===== config.mk =====
export PLATFORM = sky130hd
export DESIGN_NAME = audio_i2s_receiver
export DESIGN_NICKNAME = d
export VERILOG_FILES = /design/src/rtl/audio_i2s_pkg.sv /design/src/rtl/audio_sync_edge.sv /design/src/rtl/audio_i2s_receiver.sv
export SDC_FILE = /design/constraint.sdc
export NUM_CORES = 1
export LEC_CHECK = 0
export BUFFER_PORTS_ARGS = -buffer_cell sky130_fd_sc_hd__clkbuf_2
export CAP_MARGIN = 20
export CORE_MARGIN = 1
export CORE_UTILIZATION = 50
export CTS_CLUSTER_DIAMETER = 100
export CTS_CLUSTER_SIZE = 24
export DETAILED_ROUTE_END_ITERATION = 8
export PLACE_DENSITY = 0.71
export SETUP_SLACK_MARGIN = 0.5
export SYNTH_ARGS = -nofsm -noshare
export SYNTH_HDL_FRONTEND = slang
export SYNTH_SLANG_ARGS = --single-unit

===== constraint.sdc =====
create_clock -name iCLK -period 5.98 [get_ports iCLK]
set_input_delay 0.299 -clock iCLK [delete_from_list [all_inputs] [get_ports iCLK]]
set_output_delay 0.299 -clock iCLK [all_outputs]
set_load 0.01 [all_outputs]

===== src/rtl/audio_i2s_pkg.sv =====
// audio_i2s_pkg: shared types and constants for the I2S receive path.
package audio_i2s_pkg;

  // Default sample width in bits
  localparam int unsigned AUDIO_I2S_DATA_W_DEFAULT  = 16;
  // Fewest synchronizer flops allowed on an asynchronous audio input
  localparam int unsigned AUDIO_I2S_SYNC_STAGES_MIN = 2;

  // Receiver framing state
  typedef enum logic [1:0] {
    HUNT  = 2'd0,
    LEFT  = 2'd1,
    RIGHT = 2'd2
  } i2s_rx_state_t;

endpackage


===== src/rtl/audio_sync_edge.sv =====
// audio_sync_edge: N-flop synchronizer for one asynchronous input, plus a
// delayed copy of the synchronized value used for rising-edge detection.
module audio_sync_edge
  import audio_i2s_pkg::*;
#(
  parameter int unsigned STAGES = AUDIO_I2S_SYNC_STAGES_MIN
) (
  input  logic clk_i,
  input  logic rst_ni,
  input  logic d_i,
  output logic sync,
  output logic rise
);

  // Depths below the minimum are not metastability-safe, so clamp them
  localparam int unsigned N = (STAGES < AUDIO_I2S_SYNC_STAGES_MIN) ?
                              AUDIO_I2S_SYNC_STAGES_MIN : STAGES;

  logic [N-1:0] chain_q;
  logic         dly_q;

  // Synchronizer chain followed by one extra flop for edge detection
  always_ff @(posedge clk_i or negedge rst_ni) begin
    if (!rst_ni) begin
      chain_q <= '0;
      dly_q   <= 1'b0;
    end else begin
      chain_q <= {chain_q[N-2:0], d_i};
      dly_q   <= chain_q[N-1];
    end
  end

  assign sync = chain_q[N-1];
  assign rise = chain_q[N-1] & ~dly_q;

endmodule


===== src/rtl/audio_i2s_receiver.sv =====
// audio_i2s_receiver: oversampling I2S capture in the iCLK domain. Deframes
// one left/right pair per LRCK period and offers it on a valid/ready port.
// Optional feature: define AUDIO_I2S_RX_MONO_MIX_EN to add the oMONO output.
module audio_i2s_receiver
  import audio_i2s_pkg::*;
#(
  parameter int unsigned DATA_W      = AUDIO_I2S_DATA_W_DEFAULT,
  parameter int unsigned SYNC_STAGES = AUDIO_I2S_SYNC_STAGES_MIN
) (
  input  logic              iCLK,
  input  logic              iRST_N,
  input  logic              iAUD_BCK,
  input  logic              iAUD_LRCK,
  input  logic              iAUD_ADCDAT,
  output logic [DATA_W-1:0] oL,
  output logic [DATA_W-1:0] oR,
  output logic              oVALID,
  input  logic              iREADY,
  input  logic              iCLR,
  output logic              oOVERFLOW,
`ifdef AUDIO_I2S_RX_MONO_MIX_EN
  output logic [DATA_W-1:0] oMONO,
`endif
  output logic              oSYNC_ERR
);

  localparam int unsigned      CNT_W    = $clog2(DATA_W + 1);
  localparam logic [CNT_W-1:0] CNT_FULL = CNT_W'(DATA_W);
  localparam logic [CNT_W-1:0] CNT_LAST = CNT_W'(DATA_W - 1);

  logic bck_rise, lrck_s, dat_s;
  logic lrck_rise_unused, dat_rise_unused;

  audio_sync_edge #(.STAGES(SYNC_STAGES)) u_sync_bck (
    .clk_i(iCLK), .rst_ni(iRST_N), .d_i(iAUD_BCK), .sync(), .rise(bck_rise)
  );
  audio_sync_edge #(.STAGES(SYNC_STAGES)) u_sync_lrck (
    .clk_i(iCLK), .rst_ni(iRST_N), .d_i(iAUD_LRCK), .sync(lrck_s), .rise(lrck_rise_unused)
  );
  audio_sync_edge #(.STAGES(SYNC_STAGES)) u_sync_dat (
    .clk_i(iCLK), .rst_ni(iRST_N), .d_i(iAUD_ADCDAT), .sync(dat_s), .rise(dat_rise_unused)
  );

  i2s_rx_state_t     state_q, state_d;
  logic              lrck_prev_q;
  logic [CNT_W-1:0]  bit_cnt_q, bit_cnt_d;
  logic [DATA_W-1:0] shift_q, shift_d, left_hold_q, left_hold_d;
  logic              left_ok_q, left_ok_d;
  logic [DATA_W-1:0] l_q, l_d, r_q, r_d;
  logic              valid_q, valid_d, ovf_q, ovf_d, err_q, err_d;

  // LRCK transitions as seen on BCK rises; such a rise carries the
  // previous slot's last bit, which is never captured
  logic lr_rise, lr_fall, capture, word_done, short_word;
  logic [DATA_W-1:0] word_in;
  logic slot_end, left_done, commit, can_load, load;

  assign lr_fall    = bck_rise &  lrck_prev_q & ~lrck_s;
  assign lr_rise    = bck_rise & ~lrck_prev_q &  lrck_s;
  assign capture    = bck_rise & (state_q != HUNT) & ~lr_rise & ~lr_fall &
                      (bit_cnt_q < CNT_FULL);
  assign word_done  = capture & (bit_cnt_q == CNT_LAST);
  assign short_word = bit_cnt_q < CNT_FULL;
  assign word_in    = {shift_q[DATA_W-2:0], dat_s};
  assign can_load   = ~valid_q | iREADY;
  assign load       = commit & can_load;

  // State register
  always_ff @(posedge iCLK or negedge iRST_N) begin
    if (!iRST_N) state_q <= HUNT;
    else         state_q <= state_d;
  end

  // Next-state logic: slots follow the sampled LRCK level
  always_comb begin
    state_d = state_q;
    unique case (state_q)
      HUNT:    if (lr_fall) state_d = LEFT;
      LEFT:    if (lr_rise) state_d = RIGHT;
      RIGHT:   if (lr_fall) state_d = LEFT;
      default: state_d = HUNT;
    endcase
  end

  // State-decoded strobes: end of slot, finished left word, pair commit
  always_comb begin
    slot_end  = 1'b0;
    left_done = 1'b0;
    commit    = 1'b0;
    unique case (state_q)
      LEFT: begin
        slot_end  = lr_rise;
        left_done = word_done;
      end
      RIGHT: begin
        slot_end = lr_fall;
        commit   = word_done & left_ok_q;
      end
      default: ;
    endcase
  end

  // Shift register, bit counter and the held left word
  always_comb begin
    bit_cnt_d   = bit_cnt_q;
    shift_d     = shift_q;
    left_hold_d = left_hold_q;
    left_ok_d   = left_ok_q;
    if (slot_end || (state_q == HUNT && lr_fall)) begin
      bit_cnt_d = '0;
    end else if (capture) begin
      shift_d   = word_in;
      bit_cnt_d = bit_cnt_q + CNT_W'(1);
    end
    if (left_done) begin
      left_hold_d = word_in;
      left_ok_d   = 1'b1;
    end else if (slot_end && (state_q == RIGHT || short_word)) begin
      left_ok_d = 1'b0;
    end
  end

  // Output pair, handshake and sticky flags; a new error beats iCLR
  always_comb begin
    l_d     = l_q;
    r_d     = r_q;
    valid_d = valid_q;
    if (load) begin
      l_d     = left_hold_q;
      r_d     = word_in;
      valid_d = 1'b1;
    end else if (valid_q && iREADY) begin
      valid_d = 1'b0;
    end
    ovf_d = (ovf_q & ~iCLR) | (commit & ~can_load);
    err_d = (err_q & ~iCLR) | (slot_end & short_word);
  end

  // Datapath and output registers
  always_ff @(posedge iCLK or negedge iRST_N) begin
    if (!iRST_N) begin
      lrck_prev_q <= 1'b0;
      bit_cnt_q   <= '0;
      shift_q     <= '0;
      left_hold_q <= '0;
      left_ok_q   <= 1'b0;
      l_q         <= '0;
      r_q         <= '0;
      valid_q     <= 1'b0;
      ovf_q       <= 1'b0;
      err_q       <= 1'b0;
    end else begin
      if (bck_rise) lrck_prev_q <= lrck_s;
      bit_cnt_q   <= bit_cnt_d;
      shift_q     <= shift_d;
      left_hold_q <= left_hold_d;
      left_ok_q   <= left_ok_d;
      l_q         <= l_d;
      r_q         <= r_d;
      valid_q     <= valid_d;
      ovf_q       <= ovf_d;
      err_q       <= err_d;
    end
  end

`ifdef AUDIO_I2S_RX_MONO_MIX_EN
  logic [DATA_W:0]   mono_sum;
  logic [DATA_W-1:0] mono_q, mono_d;
  // Sum in DATA_W+1 bits, then drop the LSB: arithmetic halve toward -inf
  assign mono_sum = {left_hold_q[DATA_W-1], left_hold_q} + {word_in[DATA_W-1], word_in};
  assign mono_d   = load ? mono_sum[DATA_W:1] : mono_q;

  // Mono mix register, loaded with the pair
  always_ff @(posedge iCLK or negedge iRST_N) begin
    if (!iRST_N) mono_q <= '0;
    else         mono_q <= mono_d;
  end
  assign oMONO = mono_q;
`endif

  assign oL        = l_q;
  assign oR        = r_q;
  assign oVALID    = valid_q;
  assign oOVERFLOW = ovf_q;
  assign oSYNC_ERR = err_q;

endmodule


==> metrics.cfg, run 1 <==
[floorplanning]
die_area_um2=6900
ios=42
dieHeight_um=83.1
rows=29
dieWidth_um=83.1
initial_core_util_pct=51.8
core-area_um2=6350

[clock_network]
cts.sinks=82
cts_setup_buffers=0
clk_latency_ns=0.35
clk_pin_slew_ns=0.08
postCtsHoldBufs=0
tritoncts=done
numCtsBuffers=9
post_cts_resized=0
root_buffer=clkbuf_8
cts_buffer_depth=2
h-tree-depth=3

[worst_setup_path]
startpoint_type=register
reg2reg_from=state_q[0]
ff2ff_path_depth=6
crit_buf_inv=1
slowest_stage=nor2_4
critPathLaunch=state_q[0]
cp_num_cells=6
critical_path.max_fanout=20
crit_family=simple AND/OR/NAND/NOR gates
slowest_delay_ns=0.65
reg2reg_to=left_hold_q[3]
path_cells=inv_1 > ha_1 > nor4b_2 > nand2_1 > nor2_4 > mux2_2
r2r_setup_slack_ns=3.13
cp.arrival_ns=3.09
cp-endpoint=left_hold_q[3]
path_class=register to register
worst_setup_path_end_kind=register
crit_required_ns=6.22

[yosys]
yosys_warnings=0
async_flop_share_pct=100
syn-num-nets=228
synth_area_um2=3290
synth_ff_type=dfrtp_1
yosys_register_bits=82
synth_edf_count=0
syn_avg_cell_area_um2=15.3
syn_inst=215
ys_types=30
ys_seq_area_share_pct=62.4

[power_and_ir_drop]
leakage_nw=2.02
peakVddDrop_v=0.000195
power_density_nw_per_um2=304

[placed_design]
portBuffers=41
gp_congestion=0.770
dp_hpwl_um=3240

[timing]
slew_violations=0
hold_violations=0
hold_ws_ns=0.0537
fin_crit_ns=2.85
maxSlewHeadroom_pct=37.4
worst_pin_slew_ns=0.936
skew_ns=0.00788
rsz0062_at_grt=no
setup_viol=0
period_share_pct=47.7
fmax_mhz=351
fin_tns_setup_ns=0

[grt]
grt_max_degree=83
grt_pass1_wl_um=8570
grt_pass1_vias=1731
gr-usage-all-layers_pct=16.1
grt-ovfl-total=0
grt_antenna_before_repair=0

[cells_and_area]
antennaDiodeCount=0
area_growth_pct=14.7
drive_above_1_share_pct=32.2
final_common_cell=dfrtp_1
layout_common_cells=82 x dfrtp_1, 40 x mux2_1, 40 x clkbuf_2, 16 x mux2_2, 10 x clkbuf_8
nets=275

[worst_hold_path]
hp-class=input port to register

[drt]
firstDrtPassIters=4
drt-total-wl_um=5010
wl_per_cell_um=14.6
num_vias=1786
antenna_left=0
drc=0
vias_per_cell=5.19
drtIter0Drc=44

[job]
drv_cap=0

[status]
outcome=completed

-- layer usage --
| metal | up-vias | track usage, % | share of wire [%] |
|---|---|---|---|
| met5 | - | 0 | 0 |
| met4 | 0 | 6.11 | 1.3 |
| met3 | 7 | 5.77 | 3.9 |
| met2 | 38 | 23.6 | 45 |
| met1 | 883 | 22.1 | 50 |
| li1 | 858 | - | - |
-- power breakdown --
group	total, mW	internal (mW)	switching (mW)	leakage [nW]
clock	0.416	0.209	0.207	0.103
combinational	0.114	0.0540	0.0599	0.798
sequential	0.618	0.586	0.0317	1.12
-- registers in the layout, indices dropped and copies added, names as in the netlist --
name                 count
bit_cnt_q                5
u_sync_bck.chain_q       2
left_hold_q             16
shift_q                 15
u_sync_lrck.chain_q      2
oR                      16
oOVERFLOW                1
oVALID                   1
oSYNC_ERR                1
left_ok_q                1
oL                      16
u_sync_dat.chain_q       2
lrck_prev_q              1
state_q                  2
u_sync_bck.dly_q         1
-- stage by stage --
step / utilization, % / total power, mW / area (um^2) / cells / worst slack (ns)
floorplan: - / 0.703 / 3290 / 215 / 4.03
global placement: 55.5 / 0.734 / 3520 / 326 / 3.21
detailed placement: 55.5 / 0.740 / 3520 / 326 / 3.13
CTS: 58.8 / 1.16 / 3730 / 342 / 3.09
global route: 59.4 / 1.21 / 3770 / 344 / 2.90
finish: 59.4 / 1.15 / 3770 / 344 / 3.13
-- final cells by class --
| class | count | area, um^2 |
|---|---|---|
| Fill cell | 494 | 2580 |
| Sequential cell | 82 | 2050 |
| Multi-Input combinational cell | 119 | 1140 |
| Tap cell | 77 | 96.3 |
| Timing Repair Buffer | 43 | 245 |
| Clock buffer | 10 | 138 |
| Inverter | 7 | 26.3 |
| Clock inverter | 6 | 72.6 |
-- worst min path at each step --
stage | start | endpoint | slack, ns | cells after the start
floorplan | iRST_N | bit_cnt_q[0] | 0.003 | 0
global placement | u_sync_dat.chain_q[0] | u_sync_dat.chain_q[1] | 0.33 | 0
detailed placement | u_sync_lrck.chain_q[0] | u_sync_lrck.chain_q[1] | 0.34 | 0
CTS | iAUD_BCK | u_sync_bck.chain_q[0] | 0.04 | 1
global route | iAUD_BCK | u_sync_bck.chain_q[0] | 0.04 | 1
finish | iAUD_LRCK | u_sync_lrck.chain_q[0] | 0.05 | 1
-- kinds of logic (layout without fill, tap and decap cells) --
group / count (synthesis) / count (layout) / share of synthesized area, %
flops: 82 / 82 / 62.4
fa+ha+maj: 6 / 6 / 2.28
compound gates: 18 / 18 / 3.46
simple gates: 30 / 30 / 5.63
mux: 64 / 64 / 22.8
xor+xnor: 1 / 1 / 0.267
buf+inv: 14 / 66 / 3.08
-- synthesized netlist by cell type (2+ instances only) --
cell type	number	area, um^2
nand2_1	6	22.5
ha_1	6	75.1
nor2_1	6	22.5
mux2_2	16	180
dfrtp_1	82	2050
o21ai_0	7	35.0
nand3_1	3	15.0
inv_1	7	26.3
nand2b_1	2	12.5
buf_6	6	67.6
and3_1	2	12.5
nor2b_1	2	12.5
mux2_4	8	120
o22ai_1	2	12.5
mux2_1	40	450
and4b_1	2	20.0
nor3b_1	2	15.0
a21oi_1	3	15.0
o2bb2ai_1	2	17.5
(Power assumes the default switching activity.)
==> inputs of run 2 (changes only) <==
- clock period: 5.98 -> 2.7 ns (I/O delays scaled with it)
==> run 2 against run 1 <==
Effect of this change:
- sequential cell count unchanged
- via count increased by 7.9%
- fmax rose by 38%
- setup slack worse by 2.5 ns
- final cell count is 4.4% higher
- sequential share of layout area fell by 3.1 points
- first-iteration DRC count up 110%
- critical endpoint is now oL[11]
- die area is the same
- count of clock-buffer cells in the layout grew 2
==> metrics.cfg, run 2 (same netlist as run 1, synthesis figures left out) <==
[power_and_ir_drop]
power_density_nw_per_um2=645
power_frac_seq_pct=52.9
peakVddDrop_v=0.000504
finalPower_mw=2.58
clkPwrFrac_pct=35.2
power_switching_mw=0.649
internal_power_mw=1.93
switching_share_pct=25.2
leakage_nw=2.11
power.share.combinational_pct=11.9

[worst_setup_path]
cp.arrival_ns=2.30
crit_required_ns=2.93
slowest_stage=dfrtp_1
path_cells=ha_2 > and3_1 > ha_2 > and3_4 > nand3_4 > nor2b_4 > buf_12 > buf_6 > mux2_1
reg2reg_from=bit_cnt_q[0]
critical_path.max_fanout=7
crit_top_cell=ha_2
critPathLaunch=bit_cnt_q[0]
slowest_delay_ns=0.37
path_class=register to register
worst_setup_path_end_kind=register
startpoint_type=register

[drt]
antenna_left=0
dr_wl_met3_um=252
drt-total-wl_um=5620
num_vias=1927
wl_met1_um=2650
wl_met2_um=2650
firstDrtPassIters=4
routed.top_layer=met4
drc=0
drtIter0Drc=92
wl_per_cell_um=15.7
vias_per_cell=5.37

[floorplanning]
dieWidth_um=83.1
dieHeight_um=83.1
initial_core_util_pct=51.8
rows=29
ios=42
die_area_um2=6900
core-area_um2=6350

[worst_hold_path]
hp-class=input port to register
hp-start=iREADY

[cells_and_area]
nets=290
final_common_cell=dfrtp_1
seq_area_um2=2050
antennaDiodeCount=0
drive_above_1_share_pct=35.8
layout_common_cells=82 x dfrtp_1, 40 x mux2_1, 40 x clkbuf_2, 16 x mux2_2, 11 x clkbuf_8
final_cells=359
nFillCells=473
multi_input_area_um2=1170
area_growth_pct=21.6

[status]
outcome=completed

[timing]
worst_pin_slew_ns=0.477
slew_violations=0
setup_viol=0
rsz0062_at_grt=no
fin_crit_ns=2.07
fin_tns_setup_ns=0
hold_violations=0
fmax_mhz=483
skew_ns=0.00769
maxSlewHeadroom_pct=67.8
period_share_pct=76.6

[clock_network]
cts.sinks=82
h-tree-depth=3
tritoncts=done
root_buffer=clkbuf_8
clk_latency_ns=0.35
numCtsBuffers=9
clk_pin_slew_ns=0.08
cts_buffer_depth=2

[placed_design]
place_inst=328
portBuffers=41
dp_hpwl_um=3150
gp_congestion=0.802

[grt]
grt_pass1_vias=1794
grt-ovfl-total=0
grt_antenna_before_repair=0
grt_pass1_wl_um=8790
gr-usage-all-layers_pct=16.3
grt_max_degree=83

[job]
drv_cap=0

## run 2: final timing paths
path	to	slack (ns)	cells past startpoint
worst max-delay path	oL[11]	0.63	9
worst min-delay path	oVALID	0.08	3
worst max register to register	oL[11]	0.63	9
worst min register to register	u_sync_lrck.chain_q[1]	0.35	0
max in group asynchronous	shift_q[13]	1.98	3
min in group asynchronous	oL[9]	0.15	2
## run 2: what timing repair did
item / CTS / global route
hold endpoints to repair: 72 / 0
hold buffers: 5 / 0
setup endpoints to repair: 29 / 50
resized for setup: 0 / 7
pin swaps: 1 / 3
cloned: 0 / 3
buffers inserted: 1 / 5
## run 2: power groups by stage
stage | Clock, mW | Sequential, mW | Combinational (mW)
4_1_cts | 0.927 | 1.37 | 0.260
5_1_grt | 0.980 | 1.37 | 0.339
2_1_floorplan | 0 | 1.37 | 0.187
6_report | 0.907 | 1.36 | 0.306
3_3_place_gp | 0 | 1.39 | 0.242
3_5_place_dp | 0 | 1.39 | 0.248
## run 2: worst max-delay path: cells and delay by family (launching register included)
kind,cells,cell delay [ns]
flops,1,0.37
buf+inv,2,0.28
mux,1,0.33
simple gates,4,0.58
fa+ha+maj,2,0.37
## run 2: area by class of cell
cell class	instances	share of cell area, %
multi-input cells	119	29.4
well taps	77	2.41
repair buffers	58	11.1
flip-flops and latches	82	51.3
clock inverters	4	1.22
clock buffers	12	3.88
inverters	7	0.657
## run 2: per-layer routing
layer	up-vias	GRT usage [%]
met4	0	5.17
met5	-	0
met2	49	23.9
li1	893	-
met1	978	22.5
met3	7	6.36
## run 2: through the flow
step	instance area, um^2	setup slack, ns	hold WS, ns	util, %
after global placement	3550	0.541	0.244	55.9
after global routing	4000	0.516	0.112	63.0
after CTS	3810	0.517	0.0759	60.0
final	4000	0.631	0.0790	63.0
after detailed placement	3550	0.469	0.245	55.9
after floorplan	3290	0.752	-0.161	-
